--- src/rtl/axi_stream_remove_header.sv ---
// Strips 0..DATA_BYTE_WD leading bytes per AXI-Stream packet and re-packs the rest; header capture under AXIS_REMOVE_HDR_CAPTURE_EN.
// Latency: one registered stage (first output after the second accepted beat, or after the first when nothing is stripped).
// Backpressure: s_axis_tready follows the free output register and is held low while the FLUSH tail beat is emitted.
module axi_stream_remove_header #(
    parameter int DATA_WD      = 32,
    parameter int DATA_BYTE_WD = DATA_WD / 8,
    parameter int CNT_WD       = $clog2(DATA_BYTE_WD) + 1
) (
    input  logic                    clk,
    input  logic                    rst_n,
    input  logic [CNT_WD-1:0]       strip_bytes,
    input  logic                    s_axis_tvalid,
    input  logic [DATA_WD-1:0]      s_axis_tdata,
    input  logic [DATA_BYTE_WD-1:0] s_axis_tkeep,
    input  logic                    s_axis_tlast,
    output logic                    s_axis_tready,
    output logic                    m_axis_tvalid,
    output logic [DATA_WD-1:0]      m_axis_tdata,
    output logic [DATA_BYTE_WD-1:0] m_axis_tkeep,
    output logic                    m_axis_tlast,
    input  logic                    m_axis_tready,
    output logic                    drop_pulse,
    output logic [DATA_WD-1:0]      hdr_data,
    output logic                    hdr_valid
);

    typedef enum logic [1:0] {IDLE, STREAM, FLUSH} state_t;

    localparam logic [CNT_WD-1:0] BYTES = CNT_WD'(DATA_BYTE_WD);

    state_t                  state, state_nxt;
    logic [DATA_WD-1:0]      res_buf, res_buf_nxt;
    logic [CNT_WD-1:0]       res_cnt, res_cnt_nxt;
    logic [CNT_WD-1:0]       s_clamp, k_cnt;
    logic [CNT_WD:0]         sum_rk;
    logic [DATA_WD-1:0]      din_m;
    logic                    in_xfer, out_free, load, drop_nxt;
    logic [DATA_WD-1:0]      ld_dat;
    logic [DATA_BYTE_WD-1:0] ld_keep;
    logic                    ld_last;

    function automatic logic [DATA_BYTE_WD-1:0] top_ones(input logic [CNT_WD:0] n);
        return ~({DATA_BYTE_WD{1'b1}} >> n);
    endfunction

    assign out_free      = !m_axis_tvalid || m_axis_tready;
    assign s_axis_tready = rst_n && (state != FLUSH) && out_free;
    assign in_xfer       = s_axis_tvalid && s_axis_tready;
    assign s_clamp       = (strip_bytes > BYTES) ? BYTES : strip_bytes;
    assign sum_rk        = {1'b0, res_cnt} + {1'b0, k_cnt};

    // Unkept input bytes are zeroed so shifted paths produce zero padding.
    always_comb begin
        k_cnt = '0;
        din_m = '0;
        for (int i = 0; i < DATA_BYTE_WD; i++) begin
            k_cnt = k_cnt + CNT_WD'(s_axis_tkeep[DATA_BYTE_WD-1-i]);
            if (s_axis_tkeep[DATA_BYTE_WD-1-i])
                din_m[DATA_WD-1-8*i -: 8] = s_axis_tdata[DATA_WD-1-8*i -: 8];
        end
    end

    always_comb begin
        state_nxt   = state;
        res_buf_nxt = res_buf;
        res_cnt_nxt = res_cnt;
        load        = 1'b0;
        ld_dat      = m_axis_tdata;
        ld_keep     = m_axis_tkeep;
        ld_last     = m_axis_tlast;
        drop_nxt    = 1'b0;
        case (state)
            IDLE: if (in_xfer) begin
                if (s_clamp == '0) begin
                    load        = 1'b1;
                    ld_dat      = s_axis_tdata;
                    ld_keep     = s_axis_tkeep;
                    ld_last     = s_axis_tlast;
                    res_buf_nxt = '0;
                    res_cnt_nxt = '0;
                    state_nxt   = s_axis_tlast ? IDLE : STREAM;
                end else if (s_axis_tlast) begin
                    res_buf_nxt = '0;
                    res_cnt_nxt = '0;
                    if (k_cnt <= s_clamp) begin
                        drop_nxt = 1'b1;
                    end else begin
                        load    = 1'b1;
                        ld_dat  = din_m << {s_clamp, 3'b000};
                        ld_keep = top_ones({1'b0, k_cnt - s_clamp});
                        ld_last = 1'b1;
                    end
                end else begin
                    res_buf_nxt = din_m << {s_clamp, 3'b000};
                    res_cnt_nxt = k_cnt - s_clamp;
                    state_nxt   = STREAM;
                end
            end
            STREAM: if (in_xfer) begin
                load = 1'b1;
                if (res_cnt == '0) begin
                    ld_dat  = s_axis_tdata;
                    ld_keep = s_axis_tkeep;
                    ld_last = s_axis_tlast;
                    if (s_axis_tlast)
                        state_nxt = IDLE;
                end else begin
                    ld_dat      = res_buf | (din_m >> {res_cnt, 3'b000});
                    ld_keep     = '1;
                    ld_last     = 1'b0;
                    res_buf_nxt = din_m << {BYTES - res_cnt, 3'b000};
                    if (s_axis_tlast) begin
                        if (sum_rk <= {1'b0, BYTES}) begin
                            ld_keep     = top_ones(sum_rk);
                            ld_last     = 1'b1;
                            res_buf_nxt = '0;
                            res_cnt_nxt = '0;
                            state_nxt   = IDLE;
                        end else begin
                            res_cnt_nxt = CNT_WD'(sum_rk - {1'b0, BYTES});
                            state_nxt   = FLUSH;
                        end
                    end
                end
            end
            FLUSH: if (out_free) begin
                load        = 1'b1;
                ld_dat      = res_buf;
                ld_keep     = top_ones({1'b0, res_cnt});
                ld_last     = 1'b1;
                res_buf_nxt = '0;
                res_cnt_nxt = '0;
                state_nxt   = IDLE;
            end
            default: state_nxt = IDLE;
        endcase
    end

    always_ff @(posedge clk or negedge rst_n) begin
        if (!rst_n) begin
            state         <= IDLE;
            res_buf       <= '0;
            res_cnt       <= '0;
            m_axis_tvalid <= 1'b0;
            m_axis_tdata  <= '0;
            m_axis_tkeep  <= '0;
            m_axis_tlast  <= 1'b0;
            drop_pulse    <= 1'b0;
        end else begin
            state      <= state_nxt;
            res_buf    <= res_buf_nxt;
            res_cnt    <= res_cnt_nxt;
            drop_pulse <= drop_nxt;
            if (load) begin
                m_axis_tvalid <= 1'b1;
                m_axis_tdata  <= ld_dat;
                m_axis_tkeep  <= ld_keep;
                m_axis_tlast  <= ld_last;
            end else if (m_axis_tready) begin
                m_axis_tvalid <= 1'b0;
            end
        end
    end

`ifdef AXIS_REMOVE_HDR_CAPTURE_EN
    logic first_beat;
    assign first_beat = (state == IDLE) && in_xfer;

    // Raw input bytes are captured, including any beyond tkeep on a short beat.
    always_ff @(posedge clk or negedge rst_n) begin
        if (!rst_n) begin
            hdr_data  <= '0;
            hdr_valid <= 1'b0;
        end else begin
            hdr_valid <= first_beat;
            if (first_beat)
                hdr_data <= s_axis_tdata & ~({DATA_WD{1'b1}} >> {s_clamp, 3'b000});
        end
    end
`else
    assign hdr_data  = '0;
    assign hdr_valid = 1'b0;
`endif

endmodule

--- config.mk ---
export PLATFORM = sky130hd
export DESIGN_NAME = axi_stream_remove_header
export DESIGN_NICKNAME = d
export VERILOG_FILES = /design/src/rtl/axi_stream_remove_header.sv
export SDC_FILE = /design/constraint.sdc
export NUM_CORES = 1
export LEC_CHECK = 0
export ABC_AREA = 1
export CAP_MARGIN = 5
export CORE_MARGIN = 2
export CORE_UTILIZATION = 60
export CTS_CLUSTER_SIZE = 28
export DETAILED_ROUTE_END_ITERATION = 8
export PLACE_DENSITY = 0.88
export REMOVE_ABC_BUFFERS = 1
export SETUP_SLACK_MARGIN = 0.5
export SYNTH_ARGS = -nofsm -noshare
export SYNTH_HDL_FRONTEND = slang
export SYNTH_SLANG_ARGS = --single-unit
--- constraint.sdc ---
create_clock -name clk -period 5.75 [get_ports clk]
set_input_delay 0.575 -clock clk [delete_from_list [all_inputs] [get_ports clk]]
set_output_delay 0.575 -clock clk [all_outputs]
set_load 0.01 [all_outputs]
==> results of run 1 <==
registers in the layout (all words and copies together) (netlist names):
register and cells:
m_axis_tvalid 1, m_axis_tlast 1, m_axis_tdata 32, m_axis_tkeep 4, res_cnt 3, res_buf 32
state 2, drop_pulse 1
power breakdown:
group / internal (mW) / switching (mW)
sequential: 0.735 / 0.126
clock: 0.357 / 0.245
combinational: 1.06 / 2.23
cell usage after synthesis (3+ instances only):
master and number:
ha_1 14, clkinv_1 4, nand3_2 3, dfrtp_1 76, fa_1 3, o21ai_0 128
buf_2 17, nand4_1 13, a21boi_0 3, a31oi_1 8, inv_2 7, a21oi_1 79
inv_1 115, nand3b_1 3, buf_1 8, nand2_2 3, o211ai_1 8, nand3_1 128
o22ai_1 3, buf_4 37, nor2_2 3, buf_6 4, a211oi_1 4, nor2_1 74
nand2_1 455, nor3_1 9, clkbuf_1 39
metal layers:
metal / GRT usage [%] / share of wire (%) / up-vias / wire [um]
li1: - / - / 4061 / -
met2: 59.1 / 41 / 748 / 11000
met5: 0 / 0 / - / 0
met3: 10.5 / 16 / 125 / 4190
met4: 17.2 / 4.2 / 0 / 1120
met1: 56.9 / 39 / 3875 / 10600
per-stage QoR:
step | worst slack [ns] | std cells | instance area (um2) | hold WS [ns]
3_5_place_dp | 0.990 | 1436 | 8050 | 0.466
3_3_place_gp | 1.16 | 1436 | 8050 | 0.463
2_1_floorplan | 1.75 | 1182 | 6860 | 0.279
6_report | 1.27 | 1452 | 8360 | 0.196
4_1_cts | 1.33 | 1452 | 8360 | 0.223
5_1_grt | 0.991 | 1452 | 8360 | 0.248
worst max path at each step:
| stage | startpoint | endpoint | slack, ns | cells past startpoint |
|---|---|---|---|---|
| after global routing | s_axis_tkeep[0] | m_axis_tdata[21]$_DFFE_PN0P_ | 0.99 | 17 |
| after CTS | s_axis_tkeep[0] | m_axis_tdata[0]$_DFFE_PN0P_ | 1.33 | 17 |
| after global placement | s_axis_tkeep[0] | m_axis_tdata[20]$_DFFE_PN0P_ | 1.16 | 17 |
| after detailed placement | s_axis_tkeep[0] | m_axis_tdata[0]$_DFFE_PN0P_ | 0.99 | 17 |
| after floorplan | res_cnt[0]$_DFFE_PN0P_ | res_buf[0]$_DFFE_PN0P_ | 1.75 | 8 |
| final | s_axis_tkeep[1] | m_axis_tdata[0]$_DFFE_PN0P_ | 1.27 | 17 |
cell families after synthesis:
| family | Yosys count |
|---|---|
| AND/OR/NAND/NOR | 692 |
| AO/OA/AOI/OAI | 238 |
| buffers and inverters | 231 |
| flip-flops | 76 |
| adder cells (fa/ha/maj) | 17 |
| other | 1 |
final cells by class:
class | instances | area [um2]
clock buffer | 11 | 253
clock inverter | 5 | 50.0
fill | 1139 | 3600
inverter | 126 | 473
multi-input combinational | 980 | 4490
sequential | 76 | 1900
tap | 147 | 184
timing repair buffer | 107 | 1010
==> results by group, run 1 <==
Status
  – Status: finished clean

Setup path
  – Critical path capture point type: flop
  – Reg2reg path depth: 10
  – Flop-to-flop setup slack: 2.20 ns
  – Cell mode on critical path: nand2_1
  – Crit-path max cell delay: 0.92 ns
  – WS Path Type: input port to flop
  – Capturing point of the worst reg2reg path: res_buf[8]$_DFFE_PN0P_
  – Worst path top cell family by delay: adder cells
  – Required time worst endpoint: 6.00 ns
  – Slowest library cell on the worst path: clkdlybuf4s50_1
  – Worst setup SP type: input port
  – CP Cell Sequence: clkdlybuf4s50_1, inv_1, fa_1, inv_1, ha_1, ha_1, ha_1, nand2_1, nand2_1, nand2_1, nand2_1, nand3_1, nand2_1, nand3_2, nand2_1, nand2_2, o21ai_0
  – R2r startpoint: state[1]$_DFFE_PN0P_
  – CP Buf/Inv Count: 3
  – Critical path peak fanout: 49
  – Worst path arrival time: 4.72 ns

Yosys
  – Area fraction of the dominant cell type after synthesis: 26.0%
  – Yosys warns: 0
  – Post-synth cell types: 34
  – Area share of and/or/nand/nor cells after synthesis: 39.1%
  – Cell count after synthesis: 1,255
  – Post-synthesis cell area: 7330 um2
  – Adder-Cell Fraction of Synth Area: 3.21%
  – Post-synthesis compound-gate area fraction: 17.3%
  – Xor/xnor share of the synthesized area: 0%
  – Syn Area/Cell: 5.84 um2
  – Post-synthesis sequential area ratio: 26.0%
  – Post-synth top area cell: dfrtp_1
  – Ys async rst share: 100%
  – Synth Flop Type: dfrtp_1
  – Flops & latches, synth: 76
  – EDFF count, synth: 0
  – Mux share of post-synthesis cell area: 0%
  – Synth top area cells: dfrtp_1 (26%), nand2_1 (23%), nand3_1 (8.7%)
  – Combinational family with the most area after synthesis: simple AND/OR/NAND/NOR gates

Timing
  – Max-slew violations: 0
  – Fin crit share: 77.9%
  – Fin Setup TNS: 0 ns
  – Final Hold Vio Count: 0
  – Final clock skew: 0.00605 ns
  – RSZ-0062 raised after global routing: false
  – Fmax: 0.223 GHz
  – Final Critical Period: 4.48 ns
  – Setup violators final: 0
  – Relative slew margins: 40.0%
  – Worst-Margin Slew: 0.898 ns

Die
  – Initial Util: 61.2%
  – Rows: 40
  – Chip Height: 114 um
  – Core Region: 12,000 um2
  – Full die area: 13,100 um2
  – Die Wd: 114 um
  – IO Pins: 117

Placed design
  – Gpl congestion: 1.01
  – PortBufs: 83
  – Detailed placement HPWL: 17,600 um

Routing
  – Via-per-instance ratio: 6.07
  – Drt drc: 0
  – Total Wirelength: 26,900 um
  – Mean routed wirelength per cell: 18.5 um
  – Final ANT Viol Nets: 0
  – Drt pass-1 iters: 6
  – Starting DRC count in detailed routing: 1,298
  – Routed via count: 8,809

Layout
  – Layout area overhead: 14.1%
  – Commonest non-fill, non-tap cell in the layout: nand2_1
  – Ant diodes: 0
  – Nets: 1,361
  – Most frequent cells in the layout: nand2_1 (455), o21ai_0 (128), nand3_1 (128)
  – Final Util: 69.9%
  – Layout cells sized above 1: 4.52%

Power
  – P_leak: 4.31 nW
  – VDD IR max: 0.437 mV
  – Tot Pwr: 4.75 mW
  – Pwr Density: 569 nW/um2

Global routing
  – Initial antenna violation count: 0
  – Vias in the first global route: 7,758
  – Largest net degree at the start of global routing: 50
  – First-pass GRT wire length: 41,100 um
  – Global-route total usage across every layer: 40.6%
  – Grt ovf: 0

CTS
  – Clk_lat worst skew: 0.35 ns
  – Num CTS Buffers: 9
  – Clock tree buffer depth: 2
  – # H-tree levels: 3
  – CTS hold repair buffers: 0
  – Root Driver: clkbuf_16
  – Clock-pin slew on the worst setup and hold paths: 0.06 ns
  – Post-CTS setup buffers: 0
  – Sink Count: 76
  – Post_cts resized: 0
  – CTS tree: done

Run
  – Max cap viols: 0

Min path
  – HP Class: input port to async pin
Power figures use the tool's default switching activity.
==> run 2, diff against run 1 <==
- CORE_UTILIZATION: 60 -> 50
- PLACE_DENSITY: 0.88 -> 0.78
- clock period: 5.75 -> 3.7 ns (I/O delays scaled with it)
==> run 2 against run 1 <==
Setup slack lost 0.63 ns. Sequential power grew 55%. Sequential cell count unchanged. Non-clock buffer count grew 35. Clock power is 79% higher. Design area is 6.3% higher. Routed wire length is 4.2% higher. Register-to-register slack got worse by 1.6 ns. Die area up 19%. Sequential share of layout area down 1.3 points. Via count up 0.93%. Critical endpoint is now res_buf[28]$_DFFE_PN0P_. Largest cell class unchanged. Largest power group unchanged. Highest routed layer unchanged.
==> results by group, run 2 (synthesized netlist as in run 1, its figures left out) <==
Status
  – Status: finished clean

Routing
  – Final ANT Viol Nets: 0 (unchanged)
  – Routed via count: 8,891 (+0.93%)
  – Met2 Wirelength: 11,700 um (+6.8%)
  – Max Used Layer: met4
  – Mean routed wirelength per cell: 18.4 um (-0.72%)
  – Total Wirelength: 28,000 um (+4.2%)
  – Via-per-instance ratio: 5.83 (-3.8%)
  – Starting DRC count in detailed routing: 1,483 (+14%)
  – Drt drc: 0 (unchanged)
  – Met1 WL: 11,100 um (+4.6%)
  – Wire length on met3: 3810 um (-9.1%)
  – Drt pass-1 iters: 8 (+2)

CTS
  – Root Driver: clkbuf_16
  – CTS tree: done
  – # H-tree levels: 3 (unchanged)
  – Clock-pin slew on the worst setup and hold paths: 0.07 ns (about the same)
  – Post-CTS setup buffers: 0 (unchanged)
  – Clk_lat worst skew: 0.36 ns (about the same)
  – Clock tree buffer depth: 2 (unchanged)
  – Sink Count: 76 (unchanged)
  – Num CTS Buffers: 9 (unchanged)

Timing
  – Fmax: 0.327 GHz
  – Hold WS: 0.373 ns (+0.177 ns)
  – Fin crit share: 82.7%
  – Final Critical Period: 3.06 ns
  – Final Hold Vio Count: 0 (unchanged)
  – RSZ-0062 raised after global routing: false
  – Relative slew margins: 33.2% (-6.8 points)
  – Max-slew violations: 0 (unchanged)
  – Setup violators final: 0 (unchanged)
  – Worst-Margin Slew: 1.00 ns (+0.105 ns)
  – Final clock skew: 0.0134 ns (+0.00735 ns)

Placed design
  – Detailed placement HPWL: 18,300 um (+4.3%)
  – PortBufs: 83 (unchanged)
  – Gpl congestion: 1.04 (+2.4%)
  – Placed insts: 1,504 (+4.7%)

Global routing
  – First-pass GRT wire length: 43,400 um (+5.6%)
  – Grt ovf: 0 (unchanged)
  – Initial antenna violation count: 0 (unchanged)
  – Largest net degree at the start of global routing: 71 (+42%)
  – Global-route total usage across every layer: 34.8% (-5.7 points)
  – Vias in the first global route: 8,185 (+5.5%)

Run
  – Max cap viols: 0 (unchanged)

Power
  – VDD IR max: 0.521 mV (+19%)
  – Pwr Density: 883 nW/um2 (+55%)
  – P_leak: 4.56 nW (+5.8%)

Setup path
  – Worst setup SP type: flop
  – Crit path from: res_cnt[1]$_DFFE_PN0P_
  – WS Path Type: flop to flop
  – Critical path peak fanout: 16 (-67%)
  – Reg2reg path depth: 10 (unchanged)
  – Slowest library cell on the worst path: dfrtp_1
  – Required time worst endpoint: 3.94 ns (-2.06 ns)
  – Critical path capture point type: flop
  – Capturing point of the worst reg2reg path: res_buf[28]$_DFFE_PN0P_
  – Flop-to-flop setup slack: 0.64 ns (-1.56 ns)
  – R2r startpoint: res_cnt[1]$_DFFE_PN0P_
  – Crit-path max cell delay: 0.50 ns (-0.42 ns)
  – CP Cell Sequence: inv_1, ha_1, ha_1, buf_4, nand2_1, nand3_1, clkinv_1, buf_4, nand2_1, o21ai_0
  – Worst path arrival time: 3.30 ns (-1.42 ns)

Layout
  – Most frequent cells in the layout: nand2_1 (452), nand3_1 (128), o21ai_0 (123)
  – Layout cells sized above 1: 7.76% (+3.2 points)
  – Nets: 1,396 (+2.6%)
  – Ant diodes: 0 (unchanged)
  – Largest registers: m_axis_tdata x32, res_buf x32, m_axis_tkeep x4
  – Final Util: 61.6% (-8.3 points)
  – Commonest non-fill, non-tap cell in the layout: nand2_1
  – Fin cells: 1,524 (+5.0%)
  – Layout area overhead: 21.2%

Die
  – Chip Height: 125 um (+9.2%)
  – Full die area: 15,600 um2 (+19%)
  – Rows: 44 (+10%)
  – IO Pins: 117 (unchanged)
  – Core Region: 14,400 um2 (+21%)
  – Die Wd: 125 um (+9.2%)
  – Initial Util: 50.8% (-10 points)

Min path
  – HP Class: input port to async pin
==> run 2: metal layers <==
layer / vias up / track usage (%)
met5: - / 0
met3: 127 / 6.72
met2: 695 / 51.7
met1: 3924 / 48.9
li1: 4145 / -
met4: 0 / 16.7
==> run 2: stage by stage <==
step	setup TNS [ns]	cell area, um2	power (mW)	setup slack (ns)
after CTS	0	8780	7.57	0.505
after global placement	0	8380	6.37	0.0295
after global routing	0	8880	8.41	0.545
after floorplan	-4.41	6860	4.41	-0.296
final	0	8880	7.84	0.640
after detailed placement	-0.0451	8380	6.42	-0.0140
==> run 2: worst max path at each step <==
stage / to / slack [ns] / cells past startpoint
after floorplan: res_buf[0]$_DFFE_PN0P_ / -0.30 / 8
after global placement: res_buf[0]$_DFFE_PN0P_ / 0.03 / 19
after detailed placement: m_axis_tdata[18]$_DFFE_PN0P_ / -0.01 / 20
after CTS: res_buf[7]$_DFFE_PN0P_ / 0.50 / 19
after global routing: res_buf[31]$_DFFE_PN0P_ / 0.55 / 10
final: res_buf[28]$_DFFE_PN0P_ / 0.64 / 10
==> run 2: final cells by class <==
cell class              instances  area (um2)
clock buffers                  11         253
clock inverters                 5         108
fillers                      1395        5540
inverters                     126         473
multi-input cells             980        4530
flip-flops and latches         76        1900
well taps                     184         230
repair buffers                142        1380
==> run 2: power breakdown <==
| part | switching (mW) | internal (mW) | total [mW] |
|---|---|---|---|
| logic | 3.55 | 1.87 | 5.42 |
| registers | 0.191 | 1.14 | 1.33 |
| clock network | 0.385 | 0.698 | 1.08 |
| total | 4.12 | 3.71 | 7.84 |
==> run 2: timing repair <==
action / 4_1_cts / 5_1_grt
cloned: 0 / 3
hold endpoints to repair: 6 / 0
pin swaps: 0 / 1
hold buffers: 1 / 0
gates resized for setup: 7 / 17
endpoints found under the setup margin: 69 / 69
==> run 2: critical path, delay by kind of cell, from the launching register on <==
kind | cells | cell delay [ns]
AOI/OAI and AO/OA | 1 | 0.09
and+or+nand+nor | 3 | 0.40
buffers and inverters | 4 | 1.37
adders and majority gates | 2 | 0.57
DFF | 1 | 0.50
